<file path="config.mk">
export PLATFORM = sky130hd
export DESIGN_NAME = calc1_quad_core
export DESIGN_NICKNAME = d
export VERILOG_FILES = /design/src/rtl/calc1_pkg.sv /design/src/rtl/calc1_port.sv /design/src/rtl/calc1_quad_core.sv
export SDC_FILE = /design/constraint.sdc
export NUM_CORES = 2
export LEC_CHECK = 0
export ABC_AREA = 1
export BUFFER_PORTS_ARGS = -buffer_cell sky130_fd_sc_hd__buf_2
export CAP_MARGIN = 10
export CORE_MARGIN = 2
export CORE_UTILIZATION = 41
export DETAILED_ROUTE_END_ITERATION = 6
export SLEW_MARGIN = 20
export SYNTH_ARGS = -nofsm -noshare
export SYNTH_HDL_FRONTEND = slang
export SYNTH_HIERARCHICAL = 1
export SYNTH_SLANG_ARGS = --single-unit
</file>
<file path="constraint.sdc">
create_clock -name c_clk -period 8 [get_ports c_clk]
set_input_delay 1.6 -clock c_clk [delete_from_list [all_inputs] [get_ports c_clk]]
set_output_delay 1.6 -clock c_clk [all_outputs]
set_load 0.02 [all_outputs]
</file>
<file path="src/rtl/calc1_pkg.sv">
// Shared definitions for the quad-port calculator: command/response codes, widths, ALU.
// Latency: n/a (package).
// Backpressure: n/a (package).
package calc1_pkg;

  localparam int DATA_W    = 32;
  localparam int NUM_PORTS = 4;

  localparam logic [3:0] CMD_NOP = 4'd0;
  localparam logic [3:0] CMD_ADD = 4'd1;
  localparam logic [3:0] CMD_SUB = 4'd2;
  localparam logic [3:0] CMD_SHL = 4'd5;
  localparam logic [3:0] CMD_SHR = 4'd6;

  localparam logic [1:0] RESP_NONE = 2'd0;
  localparam logic [1:0] RESP_OK   = 2'd1;
  localparam logic [1:0] RESP_ERR  = 2'd2;

  typedef enum logic {
    ST_IDLE = 1'b0,
    ST_OP2  = 1'b1
  } port_state_t;

  typedef struct packed {
    logic [1:0]        resp;
    logic [DATA_W-1:0] data;
  } result_t;

  // Single-cycle ALU. Every error outcome carries zero data so the output
  // stage never has to mask anything.
  function automatic result_t alu(input logic [3:0]        cmd,
                                  input logic [DATA_W-1:0] a,
                                  input logic [DATA_W-1:0] b);
    result_t         r;
    logic [DATA_W:0] sum;
    r.resp = RESP_ERR;
    r.data = '0;
    sum    = {1'b0, a} + {1'b0, b};
    case (cmd)
      CMD_ADD: begin
        if (!sum[DATA_W]) begin
          r.resp = RESP_OK;
          r.data = sum[DATA_W-1:0];
        end
      end
      CMD_SUB: begin
        if (b <= a) begin
          r.resp = RESP_OK;
          r.data = a - b;
        end
      end
      CMD_SHL: begin
        r.resp = RESP_OK;
        r.data = a << b[4:0];
      end
      CMD_SHR: begin
        r.resp = RESP_OK;
        r.data = a >> b[4:0];
      end
      default: begin
        r.resp = RESP_ERR;
        r.data = '0;
      end
    endcase
    return r;
  endfunction

endpackage

</file>
<file path="src/rtl/calc1_port.sv">
// One calculator port: captures op1 on the command edge, op2 on the next, then emits a one-cycle response.
// Latency: response registered two edges after the command edge; issue interval two cycles.
// Backpressure: none; cmd is ignored while op2 is being captured, responses are never stalled.
module calc1_port
  import calc1_pkg::*;
(
  input  logic              i_clk,
  input  logic              i_rst,
  input  logic [3:0]        i_cmd,
  input  logic [DATA_W-1:0] i_data,
  output logic [1:0]        o_resp,
  output logic [DATA_W-1:0] o_data
);

  port_state_t       r_state;
  port_state_t       w_next;
  logic [3:0]        r_cmd;
  logic [DATA_W-1:0] r_op1;
  result_t           r_res;
  logic              r_res_vld;
  logic [1:0]        r_resp;
  logic [DATA_W-1:0] r_data;
  result_t           w_alu;
  logic              w_start;

  // op2 is consumed straight from the input bus on the OP2 edge
  assign w_alu   = alu(r_cmd, r_op1, i_data);
  assign w_start = (r_state == ST_IDLE) && (i_cmd != CMD_NOP);

  // state register
  always_ff @(posedge i_clk or posedge i_rst) begin
    if (i_rst) r_state <= ST_IDLE;
    else       r_state <= w_next;
  end

  // next-state: a non-zero command starts a two-cycle capture
  always_comb begin
    w_next = r_state;
    case (r_state)
      ST_IDLE: if (w_start) w_next = ST_OP2;
      ST_OP2:  w_next = ST_IDLE;
      default: w_next = ST_IDLE;
    endcase
  end

  // operand capture and result staging on OP2 exit
  always_ff @(posedge i_clk or posedge i_rst) begin
    if (i_rst) begin
      r_cmd     <= CMD_NOP;
      r_op1     <= '0;
      r_res     <= '0;
      r_res_vld <= 1'b0;
    end else begin
      r_res_vld <= (r_state == ST_OP2);
      if (w_start) begin
        r_cmd <= i_cmd;
        r_op1 <= i_data;
      end
      if (r_state == ST_OP2) r_res <= w_alu;
    end
  end

  // output register: one-cycle response pulse, zero otherwise
  always_ff @(posedge i_clk or posedge i_rst) begin
    if (i_rst) begin
      r_resp <= RESP_NONE;
      r_data <= '0;
    end else begin
      r_resp <= r_res_vld ? r_res.resp : RESP_NONE;
      r_data <= r_res_vld ? r_res.data : '0;
    end
  end

  assign o_resp = r_resp;
  assign o_data = r_data;

endmodule

</file>
<file path="src/rtl/calc1_quad_core.sv">
// Four independent 32-bit add/sub/shift calculator ports sharing only clock and reset.
// Latency: response two edges after the command edge on each port; ports never interact.
// Backpressure: none; all four ports may respond in the same cycle.
module calc1_quad_core
  import calc1_pkg::*;
(
  input  logic              c_clk,
  input  logic [6:0]        reset,
  input  logic [3:0]        req1_cmd_in,
  input  logic [3:0]        req2_cmd_in,
  input  logic [3:0]        req3_cmd_in,
  input  logic [3:0]        req4_cmd_in,
  input  logic [DATA_W-1:0] req1_data_in,
  input  logic [DATA_W-1:0] req2_data_in,
  input  logic [DATA_W-1:0] req3_data_in,
  input  logic [DATA_W-1:0] req4_data_in,
  output logic [1:0]        out_resp1,
  output logic [1:0]        out_resp2,
  output logic [1:0]        out_resp3,
  output logic [1:0]        out_resp4,
  output logic [DATA_W-1:0] out_data1,
  output logic [DATA_W-1:0] out_data2,
  output logic [DATA_W-1:0] out_data3,
  output logic [DATA_W-1:0] out_data4
);

  // any reset bit holds the whole block in reset
  logic              w_rst;
  logic [3:0]        w_cmd  [NUM_PORTS];
  logic [DATA_W-1:0] w_din  [NUM_PORTS];
  logic [1:0]        w_resp [NUM_PORTS];
  logic [DATA_W-1:0] w_dout [NUM_PORTS];

  assign w_rst = |reset;

  assign w_cmd[0] = req1_cmd_in;
  assign w_cmd[1] = req2_cmd_in;
  assign w_cmd[2] = req3_cmd_in;
  assign w_cmd[3] = req4_cmd_in;
  assign w_din[0] = req1_data_in;
  assign w_din[1] = req2_data_in;
  assign w_din[2] = req3_data_in;
  assign w_din[3] = req4_data_in;

  for (genvar g = 0; g < NUM_PORTS; g++) begin : g_port
    calc1_port u_port (
      .i_clk  (c_clk),
      .i_rst  (w_rst),
      .i_cmd  (w_cmd[g]),
      .i_data (w_din[g]),
      .o_resp (w_resp[g]),
      .o_data (w_dout[g])
    );
  end

  assign out_resp1 = w_resp[0];
  assign out_resp2 = w_resp[1];
  assign out_resp3 = w_resp[2];
  assign out_resp4 = w_resp[3];
  assign out_data1 = w_dout[0];
  assign out_data2 = w_dout[1];
  assign out_data3 = w_dout[2];
  assign out_data4 = w_dout[3];

endmodule

</file>
==> Word-level counts from Yosys, hierarchy flattened <==
Index checks and enable logic that the tools add are counted.
{ "totals": {"word_cells": 109, "regBits": 424} }
{ "op_classes": {"eq_ne": 16, "addsub": 8, "n_lt_le_gt_ge": 4, "n_shift": 8, "muxes": 28, "bitwise_logic": 4, "n_reduce_logical": 9} }
{ "ops": {"columns": ["cell", "n"], "rows": [
  ["34-bit case mux with 4 select lines", 4],
  ["34-bit two-way mux", 8],
  ["32-bit by 32-bit adder with 33-bit output", 4],
  ["32-bit <= comparator", 4],
  ["32-bit two-way mux", 4],
  ["32-bit by 5-bit << shifter with 32-bit output", 4],
  ["32-bit by 5-bit >> shifter with 32-bit output", 4],
  ["32-bit subtractor", 4],
  ["4-bit by 3-bit equality test with 1-bit output, second input constant", 8],
  ["4-bit by 1-bit equality test with 1-bit output, second input constant", 4],
  ["4-bit by 2-bit equality test with 1-bit output, second input constant", 4],
  ["4-bit nonzero test", 4],
  ["2-bit two-way mux", 4],
  ["1-bit case mux with 2 select lines", 4],
  ["7-bit OR reduction", 1],
  ["1-bit logical AND", 4],
  ["1-bit two-way mux", 4],
  ["1-bit NOT", 4]
]} }

==> Longest topological paths before layout <==
{ "depth": {"ltp_word": 4, "mapped_depth": 23} }

==> Cells and area by module <==
The synthesis kept the hierarchy.
{ "by_module_without_submodules": {"columns": ["module", "area_per_inst_um2", "instances", "cells_each", "seq_area_each_um2"], "rows": [
  ["calc1_port (g_port[1].u_port ...)", 12722.2, 3, 2258, 2652.5],
  ["calc1_port (g_port[0].u_port)", 12559.5, 1, 2260, 2652.5],
  ["calc1_quad_core", 45.0, 1, 12, 0.0]
]} }

==> Worst setup path after synthesis <==
Ideal clock, no wire load.
{ "synth_timing": {"kind": "input-to-reg", "start": "input req1_data_in[3]", "end": "register g_port[0].u_port/r_res[24] (netlist name)", "setup_time_ns": 0.117, "t_arrival_ns": 3.855, "setup_slack_ns": 4.029, "path_buffers": 5, "t_required_ns": 7.883, "path_stages": 23, "path_cell_list": "buf_2 clkinv_1 buf_2 buf_1 ha_1 buf_2 nand2_1 nand2_1 inv_1 nand2_2 nand2_1 nand2_1 nand2_2 nand3_2 nand2_2 nand2_4 nand2_4 inv_4 buf_8 nand2_1 nand3_1 nand2_1 nand2_1"} }
{ "synth_via": {"elab_chain_cells": 3, "elab_cells_between_ends": 8, "classes_between": "2 x add/sub; 1 x order compare; 2 x shift; 3 x mux"} }
{ "synth_rtl": {"columns": ["element", "line", "source"], "rows": [
  ["start: declaration", "calc1_quad_core.sv:13", "input logic [DATA_W-1:0] req1_data_in,"],
  ["32-bit subtractor (tied with other cells)", "calc1_pkg.sv:49", "r.data = a - b;"],
  ["34-bit two-way mux (on tied branches)", "calc1_pkg.sv:47, calc1_pkg.sv:41", null],
  ["34-bit case mux with 4 select lines (*)", "calc1_pkg.sv:39", "case (cmd)"],
  ["end signal: assignment", "calc1_port.sv:59", "if (r_state == ST_OP2) r_res <= w_alu;"],
  ["end: declaration", "calc1_port.sv:19", "result_t r_res;"]
]} }
Every way passes the cells marked *; elsewhere a longest branch is shown, timed or not.
A chain may end at the register's enable or synchronous reset.

==> Worst setup path after layout <==
{ "layout_timing": {"start": "input req3_data_in[3]", "end": "register g_port[2].u_port/r_res[4] (netlist name)"} }
{ "layout_via": {"elab_chain_cells": 3, "elab_cells_between_ends": 8, "classes_between": "2 x add/sub; 1 x order compare; 2 x shift; 3 x mux"} }
{ "layout_rtl": {"columns": ["element", "line", "source"], "rows": [
  ["start: declaration", "calc1_quad_core.sv:15", "input logic [DATA_W-1:0] req3_data_in,"],
  ["32-bit subtractor (tied with other cells)", "calc1_pkg.sv:49", null],
  ["34-bit two-way mux (on tied branches)", "calc1_pkg.sv:47, calc1_pkg.sv:41", null],
  ["34-bit case mux with 4 select lines (*)", "calc1_pkg.sv:39", null],
  ["end signal: assignment", "calc1_port.sv:59", null],
  ["end: declaration", "calc1_port.sv:19", null]
]} }
Marks and branches as above.

==> qor.csv <==
stage;metric;value;unit
timing;final hold slack;0.455;ns
yosys;Synth Cell Area;50800;µm²
worst_setup_path;Req. time, crit path;8.64;ns
yosys;count of cell types in the netlist;50;
hold_path;HP Class;flop to flop;
timing;Final period util;54.1;%
timing;Slew Limit Headroom;29.4;%
worst_setup_path;kind of critical path;primary input to flop;
placement;Setup WS pre-CTS;3.01;ns
power;Leak;32.7;nW
clocking;CTS tree;done;
clocking;clk root buf;clkbuf_16;
placement;dpl hpwl;176000;µm
floorplan;core box area;123000;µm²
floorplan;# IOs;288;
floorplan;Die W;356;µm
clocking;H-tree level count;2;
route;drt initial violations;5798;
timing;final slew viol count;0;
worst_setup_path;worst-path fanout max;75;
floorplan;Die H;356;µm
final_layout;area of the multi-input gates;33100;µm²
yosys;register area share after synthesis;20.9;%
grt;Global Route Usage Sum;33.6;%
run;max-cap viol count;0;
final_layout;synth-to-layout area growth;7.73;%
grt;vias in the first global route;53300;
clocking;clk_lat worst skew;0.71;ns
final_layout;share of cells above drive strength 1;7.78;%
power;Pwr per Cell Area;252;nW/µm²
worst_setup_path;CP Capture Type;flop;
yosys;syn_nets;9466;
yosys;Avg Inst Size Synth;5.61;µm²
floorplan;starting density of the core;41.2;%
route;routed vias;56900;
grt;overflow left after global routing;0;
yosys;cells after synthesis;9046;
yosys;yosys warns;6;
clocking;cts bufs inserted;58;
final_layout;NumNets Final;9469;
timing;Tmin final;4.33;ns
route;total wire length;218000;µm
grt;first-pass GRT wire length;327000;µm
timing;Clock Skew;0.0366;ns
clocking;# hold bufs at CTS;0;
outcome;status;finished, final reports clean;
worst_setup_path;Crit path arrival time;4.97;ns
floorplan;Rows;129;
timing;Hold Fails Final Rpt;0;
timing;final worst setup slack;3.67;ns
timing;Peak Freq;231;MHz
clocking;Longest Clk Path Bufs;3;
route;drt pass-1 iters;6;
placement;Placer Congestion;0.991;
placement;Buffers on Ports;287;
clocking;setup bufs post-CTS;0;
timing;RSZ-0062 raised after global routing;false;
route;DRC Markers;0;
clocking;number of clock sinks;424;
timing;final setup violation count;0;
timing;Slew @ Worst Pin;1.06;ns
clocking;post-cts resize count;0;
clocking;Reg clk slew, reported paths;0.06;ns
grt;antenna violations before repair;14;
placement;placed cells;10600;
final_layout;fin cells;10700;
yosys;#FFs+latches synth;424;
worst_setup_path;startpoint types;primary input;
route;WL/cell;20.3;µm
power;Worst VDD drop;0.208;mV
final_layout;Filler cells;14000;
floorplan;Die ar.;127000;µm²
final_layout;Reg area;10600;µm²
timing;final setup TNS;0;ns
grt;largest net degree at the start of global routing;78;
route;vias per cell;5.30;
route;Routed Antenna Nets;0;
-- state kept, by name, indices dropped and copies added (netlist names) --
signal and count:
g_port.u_port/r_res 136, g_port.u_port/o_data 128, g_port.u_port/r_op1 128, g_port.u_port/r_cmd 16, g_port.u_port/o_resp 8, g_port.u_port/r_res_vld 4
g_port.u_port/r_state 4
-- kinds of logic (layout without fill, tap and decap cells) --
family	after synthesis	count (layout)	synth area share, %
flip-flops	424	424	20.9
adder cells (fa/ha/maj)	268	268	6.72
multiplexers	72	72	1.42
AND/OR/NAND/NOR	5690	5690	47.2
other	0	2	0
AO/OA/AOI/OAI	766	766	8.43
buffers and inverters	1746	1797	13.9
XOR/XNOR	80	80	1.38
-- worst paths after layout --
path                                               end  cells past startpoint                       start  slack, ns
max                          g_port[2].u_port/r_res[4]                     17             req3_data_in[3]       3.67
min                        g_port[3].u_port/o_data[27]                      2  g_port[3].u_port/r_res[27]       0.46
max reg2reg                 g_port[0].u_port/r_res[23]                     11  g_port[0].u_port/r_op1[22]       4.47
min reg2reg                g_port[3].u_port/o_data[27]                      2  g_port[3].u_port/r_res[27]       0.46
max in group asynchronous   g_port[1].u_port/r_res_vld                      7                    reset[0]       4.45
min in group asynchronous  g_port[2].u_port/o_data[22]                      4                    reset[2]       1.66
-- power breakdown --
group          total, mW  internal [mW]  leakage (nW)  switching [mW]
Sequential          3.51           2.68          5.67           0.834
Combinational       7.60           2.17          26.1            5.43
Clock               2.70           1.48         0.919            1.22
Total               13.8           6.33          32.7            7.48
-- final cells by class --
type	count	area share, %
Inverter	1335	9.18
Tap cell	1637	3.74
Timing Repair Buffer	354	3.55
Clock inverter	42	0.764
Antenna cell	2	0.00915
Multi-Input combinational cell	6876	60.6
Clock buffer	66	2.76
Sequential cell	424	19.4
-- stage by stage --
step / util, % / total power, mW / instance area, µm²
global placement: 42.8 / 11.0 / 52800
detailed placement: 42.8 / 11.0 / 52800
CTS: 44.4 / 13.7 / 54700
floorplan: - / 8.42 / 50800
finish: 44.4 / 13.8 / 54700
global route: 44.4 / 14.8 / 54700
-- routing by layer --
layer	routed length [µm]	GRT usage [%]	part of all wire, %	vias to the layer above
met3	14300	4.41	6.6	354
met2	95800	53.2	44	1897
li1	-	-	-	28100
met5	113	0	0.052	-
met4	8270	11.5	3.8	16
met1	99500	46.8	46	26500
-- Yosys cell counts (all sizes together) --
master | number | area, µm²
nand2 | 3600 | 13700
inv | 1325 | 4980
nand3 | 1011 | 5250
nor2 | 799 | 3140
dfrtp | 424 | 10600
o21ai | 320 | 1610
a21oi | 307 | 1620
buf | 260 | 1480
ha | 260 | 3250
clkbuf | 151 | 579
nand4 | 118 | 907
xor2 | 77 | 674
o211ai | 74 | 556
mux2i | 72 | 721
and2 | 54 | 338
nor3 | 53 | 265
o21bai | 35 | 263
and3 | 24 | 150
nand3b | 20 | 150
a21boi | 17 | 128
clkinv | 10 | 37.5
fa | 8 | 160
or2 | 7 | 43.8
a31oi | 4 | 25.0
nor4 | 4 | 25.0
o21a | 3 | 22.5
o221ai | 3 | 26.3
xnor2 | 3 | 26.3
a21o | 2 | 15.0
a211oi | 1 | 7.51
-- cells in the final DEF (no fill, tap or decap), drive strengths merged, types with 66 or more instances in the layout --
cell type and n:
nand2 3600, a21oi 307, nand4 118, xor2 77, nor2 799, nand3 1011, ha 260, o21ai 320
inv 1335, buf 354, clkbuf 66, dfrtp 424, mux2i 72, o211ai 74
-- worst max-delay path: stages --
cell,delay (ns)
buf_2,0.10
buf_4,0.28
inv_2,0.09
buf_4,0.62
ha_1,0.38
inv_1,0.13
nor3_1,0.23
nand3_1,0.13
nand3_2,0.09
nand2_1,0.06
nand2_2,0.47
nand2_1,0.17
inv_2,0.23
nand2_1,0.09
nand3_1,0.08
nand2_1,0.06
nand2_1,0.07
Power figures use the tool's default switching activity.
